===== config.mk =====
export PLATFORM = sky130hd
export DESIGN_NAME = sync_fifo_ext
export DESIGN_NICKNAME = d
export VERILOG_FILES = /design/src/rtl/sync_fifo_pkg.sv /design/src/rtl/fifo_ram.sv /design/src/rtl/sync_fifo_ext.sv
export SDC_FILE = /design/constraint.sdc
export NUM_CORES = 1
export LEC_CHECK = 0
export ABC_CLOCK_PERIOD_IN_PS = 3300
export CORE_MARGIN = 2
export CORE_UTILIZATION = 60
export DETAILED_ROUTE_END_ITERATION = 10
export PLACE_DENSITY = 0.85
export SLEW_MARGIN = 5
export SYNTH_ARGS = -nofsm -noshare
export SYNTH_HDL_FRONTEND = slang
export SYNTH_SLANG_ARGS = --single-unit

===== constraint.sdc =====
create_clock -name clk -period 3.3 [get_ports clk]
set_clock_uncertainty 0.2 [all_clocks]
set_input_delay 0.33 -clock clk [delete_from_list [all_inputs] [get_ports clk]]
set_output_delay 0.33 -clock clk [all_outputs]
set_load 0.005 [all_outputs]

===== src/rtl/sync_fifo_pkg.sv =====
// rtl/sync_fifo_pkg.sv - read-mode type and width helpers for sync_fifo_ext
package sync_fifo_pkg;

    typedef enum logic {
        FIFO_STD  = 1'b0,
        FIFO_FWFT = 1'b1
    } fifo_mode_e;

    function automatic int ptr_width(input int depth);
        return (depth <= 2) ? 1 : $clog2(depth);
    endfunction

    function automatic int cnt_width(input int depth);
        return $clog2(depth + 1);
    endfunction

endpackage


===== src/rtl/fifo_ram.sv =====
// rtl/fifo_ram.sv - unreset storage, one synchronous write port, one asynchronous read port
module fifo_ram #(
    parameter int DATA_W = 32,
    parameter int DEPTH  = 16,
    parameter int ADDR_W = 4
) (
    input  logic              clk,
    input  logic              we,
    input  logic [ADDR_W-1:0] waddr,
    input  logic [DATA_W-1:0] wdata,
    input  logic [ADDR_W-1:0] raddr,
    output logic [DATA_W-1:0] rdata
);

    logic [DATA_W-1:0] mem [DEPTH];

    always_ff @(posedge clk) begin
        if (we) begin
            mem[waddr] <= wdata;
        end
    end

    assign rdata = mem[raddr];

endmodule


===== src/rtl/sync_fifo_ext.sv =====
// rtl/sync_fifo_ext.sv - synchronous FIFO with STD/FWFT read modes, thresholds and sticky errors
module sync_fifo_ext
    import sync_fifo_pkg::*;
#(
    parameter  int         DATA_W = 32,
    parameter  int         DEPTH  = 16,
    parameter  fifo_mode_e MODE   = FIFO_STD,
    localparam int         PTR_W  = ptr_width(DEPTH),
    localparam int         CNT_W  = cnt_width(DEPTH)
) (
    input  logic              clk,
    input  logic              rstn,
    input  logic              i_flush,
    input  logic              i_wren,
    input  logic [DATA_W-1:0] i_wrdata,
    input  logic              i_rden,
    output logic [DATA_W-1:0] o_rddata,
    output logic              o_rdvalid,
    output logic              o_full,
    output logic              o_empty,
    output logic              o_alm_full,
    output logic              o_alm_empty,
    input  logic [CNT_W-1:0]  i_afull_th,
    input  logic [CNT_W-1:0]  i_aempty_th,
    output logic [CNT_W-1:0]  o_count,
    output logic              o_ovf,
    output logic              o_udf,
    input  logic              i_clr_err
);

    logic [PTR_W-1:0]  wrptr, rdptr;
    logic [CNT_W-1:0]  count;
    logic [DATA_W-1:0] head, rd_q;
    logic              rdvalid_q, ovf_q, udf_q;
    logic              rd_acc, wr_acc, ovf_set, udf_set;

    function automatic logic [PTR_W-1:0] ptr_inc(input logic [PTR_W-1:0] p);
        return (p == PTR_W'(DEPTH - 1)) ? '0 : p + 1'b1;
    endfunction

    assign o_empty = (count == '0);
    assign o_full  = (count == CNT_W'(DEPTH));

    // A full FIFO still takes a write when a read frees a slot in the same cycle.
    assign rd_acc = i_rden & ~o_empty;
    assign wr_acc = i_wren & (~o_full | rd_acc);

    // Flush swallows any concurrent request, so it must not be reported as an error.
    assign ovf_set = i_wren & ~wr_acc & ~i_flush;
    assign udf_set = i_rden & o_empty & ~i_flush;

    fifo_ram #(
        .DATA_W (DATA_W),
        .DEPTH  (DEPTH),
        .ADDR_W (PTR_W)
    ) u_ram (
        .clk   (clk),
        .we    (wr_acc & ~i_flush),
        .waddr (wrptr),
        .wdata (i_wrdata),
        .raddr (rdptr),
        .rdata (head)
    );

    always_ff @(posedge clk or negedge rstn) begin
        if (!rstn) begin
            wrptr     <= '0;
            rdptr     <= '0;
            count     <= '0;
            rd_q      <= '0;
            rdvalid_q <= 1'b0;
        end else if (i_flush) begin
            wrptr     <= '0;
            rdptr     <= '0;
            count     <= '0;
            rdvalid_q <= 1'b0;
        end else begin
            if (wr_acc) wrptr <= ptr_inc(wrptr);
            if (rd_acc) begin
                rdptr <= ptr_inc(rdptr);
                rd_q  <= head;
            end
            if (wr_acc && !rd_acc) begin
                count <= count + CNT_W'(1);
            end else if (rd_acc && !wr_acc) begin
                count <= count - CNT_W'(1);
            end
            rdvalid_q <= rd_acc;
        end
    end

    always_ff @(posedge clk or negedge rstn) begin
        if (!rstn) begin
            ovf_q <= 1'b0;
            udf_q <= 1'b0;
        end else begin
            ovf_q <= ovf_set | (ovf_q & ~i_clr_err);
            udf_q <= udf_set | (udf_q & ~i_clr_err);
        end
    end

    // FWFT drives zero while empty so the unreset storage never leaks onto o_rddata.
    assign o_rddata  = (MODE == FIFO_FWFT) ? (o_empty ? '0 : head) : rd_q;
    assign o_rdvalid = (MODE == FIFO_FWFT) ? ~o_empty : rdvalid_q;

    assign o_count     = count;
    assign o_alm_full  = (count >= i_afull_th);
    assign o_alm_empty = (count <= i_aempty_th);
    assign o_ovf       = ovf_q;
    assign o_udf       = udf_q;

endmodule


After elaboration in Yosys (flattened, before gate mapping)
Memory sizes are Yosys's and may differ from the RTL's. A register that Yosys moved wholly into a read port is not among the register bits.
Cells that the tools add are included.
Cells by class
  shift-type cells: 0
  bitwise operators: 17
  magnitude comparators: 2
  add/sub/neg operators: 4
  reduce and logical (&&, ||, !) cells: 10
  $mul: 0
  equal/unequal tests: 3
  multiplexer cells: 12
  divide/modulo/power cells: 0
Operator list (number)
  $mux 4: 6
  $mux 5: 3
  $and 1x1->1: 9
  $add 4x1->4 const B: 2
  $eq 4x4->1 const B: 2
  $add 5x1->5 const B: 1
  $eq 5x5->1 const B: 1
  $ge 5x5->1: 1
  $le 5x5->1: 1
  $logic_not 5->1: 1
  $not 1->1: 5
  $sub 5x1->5 const B: 1
  $reduce_bool 2->1: 2
  $logic_not 1->1: 3
  $mux 1: 3
  $or 1x1->1: 3
  $reduce_bool 3->1: 1
  $logic_and 1x1->1: 2
  $reduce_and 2->1: 1
Storage, ports and cells
  bits of input ports: 48
  output and inout bits: 44
  word-level logic and storage cells: 55
  register bits: 16
  RAM bits: 512
  bits in read-only memories: 0
  memories: 1
  bits in latches: 0
Memories
  u_ram.mem: words 16, bits a word 32, read ports 1, clocked after Yosys merged registers in 1, wr ports 1, RTL line fifo_ram.sv:15  | logic [DATA_W-1:0] mem [DEPTH];

Longest topological paths before layout
Gate-level depths: netlist of the first run.
  depth in word-level cells: 10
  gate-level depth with buffers: 10
  mapped depth without buffers: 9

Modules after synthesis
Synthesis of the first run repeated with hierarchy kept, for this count alone.
Unflattened totals
  cells, all modules: 1003
  area total of the unflattened synthesis: 21752.1 µm²
Modules (own cells, without submodules)
  fifo_ram: instances 1, seq. area each 15374.7 µm², cells each 806, area an instance 19213.4 µm²
  sync_fifo_ext: instances 1, seq. area each 1201.2 µm², cells each 197, area an instance 2538.7 µm²

Worst setup path after synthesis of the first run
OpenSTA, ideal clock, no wires.
  path type: reg-to-reg
  start: register count[1] (netlist: o_count[1])
  end: memory u_ram.mem[10][0], enable pin
  arrival time: 2359 ps
  data required time: 2696 ps
  stages on the path, launching flop included: 8
  setup time: 404 ps
  clock period less this slack: 2964 ps
  path buffers: 2
  slack: 336 ps
  path through: dfrtp_1 -> or4_1 -> buf_2 -> or3_1 -> buf_6 -> and3_4 -> nor2b_1 -> and2_1
Between the ends
  longest elaborated chain between the ends: 8
  elaborated cells between the ends (all ways): 10
  those cells by class: 1 x eq/ne; 2 x mux; 6 x bitwise; 1 x reduce/logical
RTL lines
  start: declaration: RTL line sync_fifo_ext.sv:32  | logic [CNT_W-1:0] count;
  start signal: assignment: RTL line sync_fifo_ext.sv:84  | count <= count + CNT_W'(1);
  start signal: assignment: RTL line sync_fifo_ext.sv:86  | count <= count - CNT_W'(1);
  $logic_not 5->1: RTL line sync_fifo_ext.sv:41  | assign o_empty = (count == '0);
  $not 1->1
  $and 1x1->1: RTL line sync_fifo_ext.sv:45  | assign rd_acc = i_rden & ~o_empty;
  $or 1x1->1 *: RTL line sync_fifo_ext.sv:46  | assign wr_acc = i_wren & (~o_full | rd_acc);
  $and 1x1->1 *: RTL line sync_fifo_ext.sv:46
  $and 1x1->1 *: RTL line sync_fifo_ext.sv:58  | .we (wr_acc & ~i_flush),
  $mux 1 *: RTL line fifo_ram.sv:18  | if (we) begin
  $mux 1 (not written as such) *: RTL line fifo_ram.sv:19  | mem[waddr] <= wdata;
  end: declaration: RTL line fifo_ram.sv:15
Mark *: on every way between the ends. The rest lies on a longest branch, timed or not.

Final worst setup path of the first run
  start: register count[2] (netlist: o_count[2])
  end: memory u_ram.mem[8][5], enable pin
The elaborated chain is that of the path after synthesis.

==> results of run 1 <==
==> worst paths after layout <==
check / end / slack [ns] / startpoint / cells after the start
worst max-delay path: u_ram.mem[8][5] / 0.09 / o_count[2] / 5
worst min-delay path: o_rddata[14] / 0.009 / rstn / 2
worst max register to register: u_ram.mem[8][5] / 0.09 / o_count[2] / 5
worst min register to register: o_rddata[20] / 0.29 / o_rddata[20] / 2
max in group asynchronous: rdptr[3] / 2.12 / rstn / 3
min in group clk: o_ovf / 0.20 / i_clr_err / 2
==> placed cells by master, fill, tap and decap left out, types with 7 or more instances in the layout <==
cell / synthesis / routed
dfrtp_1: 48 / 45
ha_1: 19 / 19
mux4_2: 128 / 128
nand2_1: 44 / 44
o221ai_1: 32 / 32
clkbuf_8: 0 / 7
mux2i_1: 64 / 64
clkinv_2: 0 / 13
a21oi_1: 12 / 12
buf_4: 0 / 15
nor2_1: 12 / 12
nand3_1: 8 / 8
and3_2: 3 / 8
edfxtp_1: 512 / 512
clkdlybuf4s50_1: 0 / 90
clkbuf_16: 0 / 55
clkbuf_1: 24 / 15
inv_1: 17 / 17
==> through the flow <==
stage | hold slack (ns) | power [mW] | instances
after detailed placement | 0.0666 | 10.2 | 1533
after CTS | 0.00380 | 16.0 | 1634
final | 0.00860 | 16.0 | 1634
after floorplan | -0.166 | 9.22 | 1016
after global routing | 0.0113 | 16.4 | 1634
after global placement | 0.0649 | 10.1 | 1533
==> routing by layer <==
metal	part of all wire [%]	GRT usage, %	routed length, um	vias to the layer above
li1	-	-	-	4432
met1	38	34.8	17900	5651
met2	52	44.0	24500	667
met3	7.8	3.80	3690	111
met4	3.1	9.03	1490	0
met5	0	0	0	-
==> where the power goes <==
part	leakage [nW]	internal, mW	switching (mW)
sequential	5.22	8.03	0.199
clock	0.831	3.30	2.56
combinational	1.88	0.950	0.922
==> sequential cells by signal, summed over array words and instances (netlist names) <==
name,cells
o_rddata,32
u_ram.mem,512
o_count,5
o_rdvalid,1
rdptr,4
wrptr,4
o_ovf,1
o_udf,1
==> worst max-delay path: stages, from the launching register on <==
cell and delay [ns]:
dfrtp_1 0.48, or4_1 0.62, or3_1 0.48, and3_4 0.24, nor2b_1 0.16, and2_2 0.58
==> cell families (layout without fill, tap and decap cells) <==
| logic type | Yosys count | in the layout | synth area share, % |
|---|---|---|---|
| AO/OA/AOI/OAI | 60 | 60 | 2.05 |
| XOR/XNOR | 5 | 5 | 0.202 |
| adder cells (fa/ha/maj) | 20 | 20 | 1.19 |
| buffers and inverters | 73 | 230 | 1.48 |
| flip-flops | 560 | 560 | 76.3 |
| multiplexers | 196 | 196 | 16.4 |
| AND/OR/NAND/NOR | 102 | 102 | 2.39 |
==> layout make-up <==
class | count | share of cell area [%]
Clock buffer | 77 | 6.14
Clock inverter | 23 | 0.608
Multi-Input combinational cell | 383 | 19.5
Timing Repair Buffer | 113 | 4.61
Inverter | 17 | 0.256
Tap cell | 461 | 2.32
Sequential cell | 560 | 66.6
==> repair_timing <==
item	4_1_cts	5_1_grt
endpoints found under the setup margin	0	26
setup buffers	0	0
resized for setup	0	2
endpoints found under the hold margin	48	0
hold buffers	1	0
==> results_dict.tcl, run 1 <==
set metrics [dict create \
    criticalPathCategory "register to register" \
    clock_latency_ns 0.57 \
    cts_sinks 560 \
    synth_top_area_share_pct 70.7 \
    drtPass1Iterations 8 \
    synthTopCellsByCount "edfxtp_1 (512), mux4_2 (128), mux2i_1 (64), dfrtp_1 (48), nand2_1 (44)" \
    synth.most_common_cell "edfxtp_1" \
    fin_ws_ns 0.0915 \
    syn-num-nets 1084 \
    final_hold_viol_count 0 \
    maxCapViolations 0 \
    nets 1196 \
    numCtsBuffers 53 \
    antenna_cells 0 \
    slew-limit-headroom_pct 24.6 \
    cp.required_ns 3.26 \
    dpl_cell_area_sq_um 23200 \
    fillers 2055 \
    synthCells 1016 \
    ys_ff_latch 560 \
    place.gp.congestion 0.803 \
    post-dp-hpwl_um 23700 \
    wl_um 47600 \
    initial_utilization_pct 61.0 \
    leakagePower_nw 7.93 \
    drcViolationCount 4 \
    synth_ff_type "edfxtp_1" \
    cts_tree "yes" \
    min_period_ns 3.21 \
    rows 69 \
    hp-class "primary input to async pin" \
    cts-root-buf "clkbuf_16" \
    die_h_um 194 \
    cts_buffer_depth 3 \
    async_flop_share_pct 8.57 \
    route.detailed.wl_per_inst_um 29.1 \
    port_buffers 91 \
    fp.dieW_um 194 \
    pwr_density_cell_nw_per_um2 641 \
    grt_pass1_wl_um 71400 \
    grt_overflow_total 0 \
    utilization_pct 69.9 \
    status "complete, but fails checks" \
    synth_cell_type_count 46 \
    core_sq_um 35700 \
    track_usage_pct 25.8 \
    tightest_slew_ns 1.13 \
    drv_slew 0 \
    seqCellArea_sq_um 16600 \
    antenna_found_initial 0 \
    vias 10900 \
    end_kind "register" \
    fin_crit_sh_pct 97.2 \
    yosysWarnings 0 \
    drtAntennaViolNets 0 \
    violations "DRC" \
    areaGrowthSynthToFinish_pct 14.6 \
    synth_edf_count 512 \
    setup_viol 0 \
    grt_start_max_net_pins 69 \
    design_area_sq_um 24900 \
    ys_seq_area_share_pct 76.3 \
    synth_area_sq_um 21700 \
    irDropWorstVdd_uv 535 \
    fmaxAchievable_ghz 0.312 \
    cp_max_fo 32 \
    drtIter0Drc 1023 \
    yosys-top-cells-area "edfxtp_1 (71%), mux4_2 (13%), dfrtp_1 (5.5%)" \
    pre_cts_ws_ns 0.141 \
    via_per_inst 6.65 \
    synth.avg_cell_area_sq_um 21.4 \
    synth_area_leader_cell "edfxtp_1" \
    drive_above_1_share_pct 22.0 \
    io_pins 92 \
    start_kind "register" \
    die_area_sq_um 37800 \
    tns_ns 0 \
    grt_pass1_vias 11300 \
    multi_input_area_sq_um 4850 \
    htreeDepth 2 \
    critPathArrivalTime_ns 3.17 \
    clkTransAtPathRegs_ns 0.06 \
]
Note: power is estimated with default switching activity, not from simulation.
==> inputs of run 2 (changes only) <==
- CORE_ASPECT_RATIO: default -> 1.75
- CORE_MARGIN: 2 -> 5
==> results_dict.tcl, run 2 (synthesis gave the netlist of run 1 again) <==
set metrics [dict create \
    route.detailed.wl_per_inst_um 30.4 \
    cts_buffer_depth 3 \
    drtPass1Iterations 5 \
    grt_pass1_vias 11600 \
    max_stage_delay_ns 0.66 \
    nets 1193 \
    maxCapViolations 0 \
    criticalPathCategory "register to register" \
    cp_max_fo 32 \
    fp.dieW_um 154 \
    fmaxAchievable_ghz 0.315 \
    end_kind "register" \
    utilization_pct 69.5 \
    cts_resized 0 \
    r2r_setup_slack_ns 0.13 \
    core_sq_um 35900 \
    port_buffers 91 \
    rsz0062_at_grt "false" \
    reg2reg_to "u_ram.mem[9][10]" \
    min_to "o_udf" \
    wl_um 49600 \
    clkTransAtPathRegs_ns 0.07 \
    crit_path_cell_trace "or4_1 > or3_1 > and3_4 > nor2b_1 > and2_2" \
    worstHoldStart "i_clr_err" \
    status "finished clean" \
    drcViolationCount 0 \
    final_common_cell "edfxtp_1" \
    clock_latency_ns 0.57 \
    drive_above_1_share_pct 22.2 \
    htreeDepth 2 \
    total_power_mw 16.1 \
    slew-limit-headroom_pct 26.4 \
    cts_sinks 560 \
    largest_reg_flops 512 \
    leakagePower_nw 7.93 \
    rows 92 \
    antenna_found_initial 0 \
    tightest_slew_ns 1.10 \
    tns_ns 0 \
    r2r_start "o_count[0]" \
    drtAntennaViolNets 0 \
    irDropWorstVdd_uv 546 \
    design_area_sq_um 25000 \
    cp_slowest_cell "or4_1" \
    drv_slew 0 \
    final_hold_viol_count 0 \
    fin_crit_sh_pct 96.1 \
    grt_start_max_net_pins 65 \
    worstSetupStartpoint "o_count[0]" \
    min_period_ns 3.17 \
    initial_utilization_pct 60.5 \
    hp-class "primary input to register" \
    whs_path_depth 2 \
    setup_viol 0 \
    post-dp-hpwl_um 25700 \
    hold-worst-slack_ns 0.183 \
    grt_overflow_total 0 \
    cp.required_ns 3.27 \
    place.gp.congestion 0.776 \
    die_area_sq_um 40300 \
    die_h_um 262 \
    areaGrowthSynthToFinish_pct 14.9 \
    critPathArrivalTime_ns 3.14 \
    drtIter0Drc 1356 \
    antenna_cells 0 \
    reg2reg_depth 5 \
    via_per_inst 6.65 \
    vias 10900 \
    track_usage_pct 24.9 \
    dpl_cell_area_sq_um 23300 \
    cts_tree "yes" \
    numCtsBuffers 46 \
    start_kind "register" \
    final_cell_mix "edfxtp_1 (512), mux4_2 (128), clkdlybuf4s50_1 (90)" \
    pwr_density_cell_nw_per_um2 646 \
    cts-root-buf "clkbuf_16" \
    top_register "u_ram.mem" \
    io_pins 92 \
    grt_pass1_wl_um 73800 \
]
[run 2: cell count changes in the layout (fill, tap and decap cells not counted), sizes merged]
| cell | delta |
|---|---|
| buf | +4 |
| clkinv | -2 |
| clkbuf | -21 |
| bufinv | +7 |
| clkinvlp | +2 |
[run 2: power by group]
| group | leakage [nW] | total [mW] | internal (mW) | switching [mW] |
|---|---|---|---|---|
| clock network | 0.809 | 5.98 | 3.44 | 2.54 |
| logic | 1.91 | 1.89 | 0.954 | 0.934 |
| registers | 5.22 | 8.27 | 8.02 | 0.249 |
[run 2: worst max path at each step]
| stage | slack [ns] | cells past startpoint | endpoint |
|---|---|---|---|
| after global routing | 0.06 | 8 | o_alm_full |
| after floorplan | 0.34 | 7 | u_ram.mem[10][0] |
| after global placement | 0.31 | 5 | u_ram.mem[9][1] |
| after CTS | 0.14 | 5 | u_ram.mem[9][27] |
| after detailed placement | 0.23 | 5 | u_ram.mem[1][1] |
| final | 0.13 | 5 | u_ram.mem[9][10] |
[run 2: timing repair]
item                                   4_1_cts  5_1_grt
hold buffers                                 1        0
endpoints found under the hold margin       48        0
buffers inserted                             0        0
setup endpoints to repair                    0        0
[run 2: layer usage]
layer  wire (um)  share of wire [%]  track usage [%]  vias to the layer above
met3        3330                6.7             3.84                      142
met1       17300                 35             30.9                     5649
met4        2170                4.4             10.7                        0
li1            -                  -                -                     4411
met2       26800                 54             44.0                      657
met5           0                  0                0                        -
[run 2: area by class of cell]
type / count / area (sq um)
tap: 470 / 588
multi-input combinational: 383 / 4850
inverter: 17 / 63.8
clock buffer: 56 / 1290
clock inverter: 30 / 370
timing repair buffer: 117 / 1220
sequential: 560 / 16600
fill: 2057 / 10900
[run 2: stage by stage]
step	setup WS, ns	cells
floorplan	0.336	1016
global placement	0.307	1546
detailed placement	0.234	1546
CTS	0.144	1633
global route	0.0591	1633
finish	0.128	1633
[run 2: critical path: cells and delay by family, from the launching register on]
kind / cells / cell delay [ns]
DFF: 1 / 0.47
and+or+nand+nor: 5 / 2.09
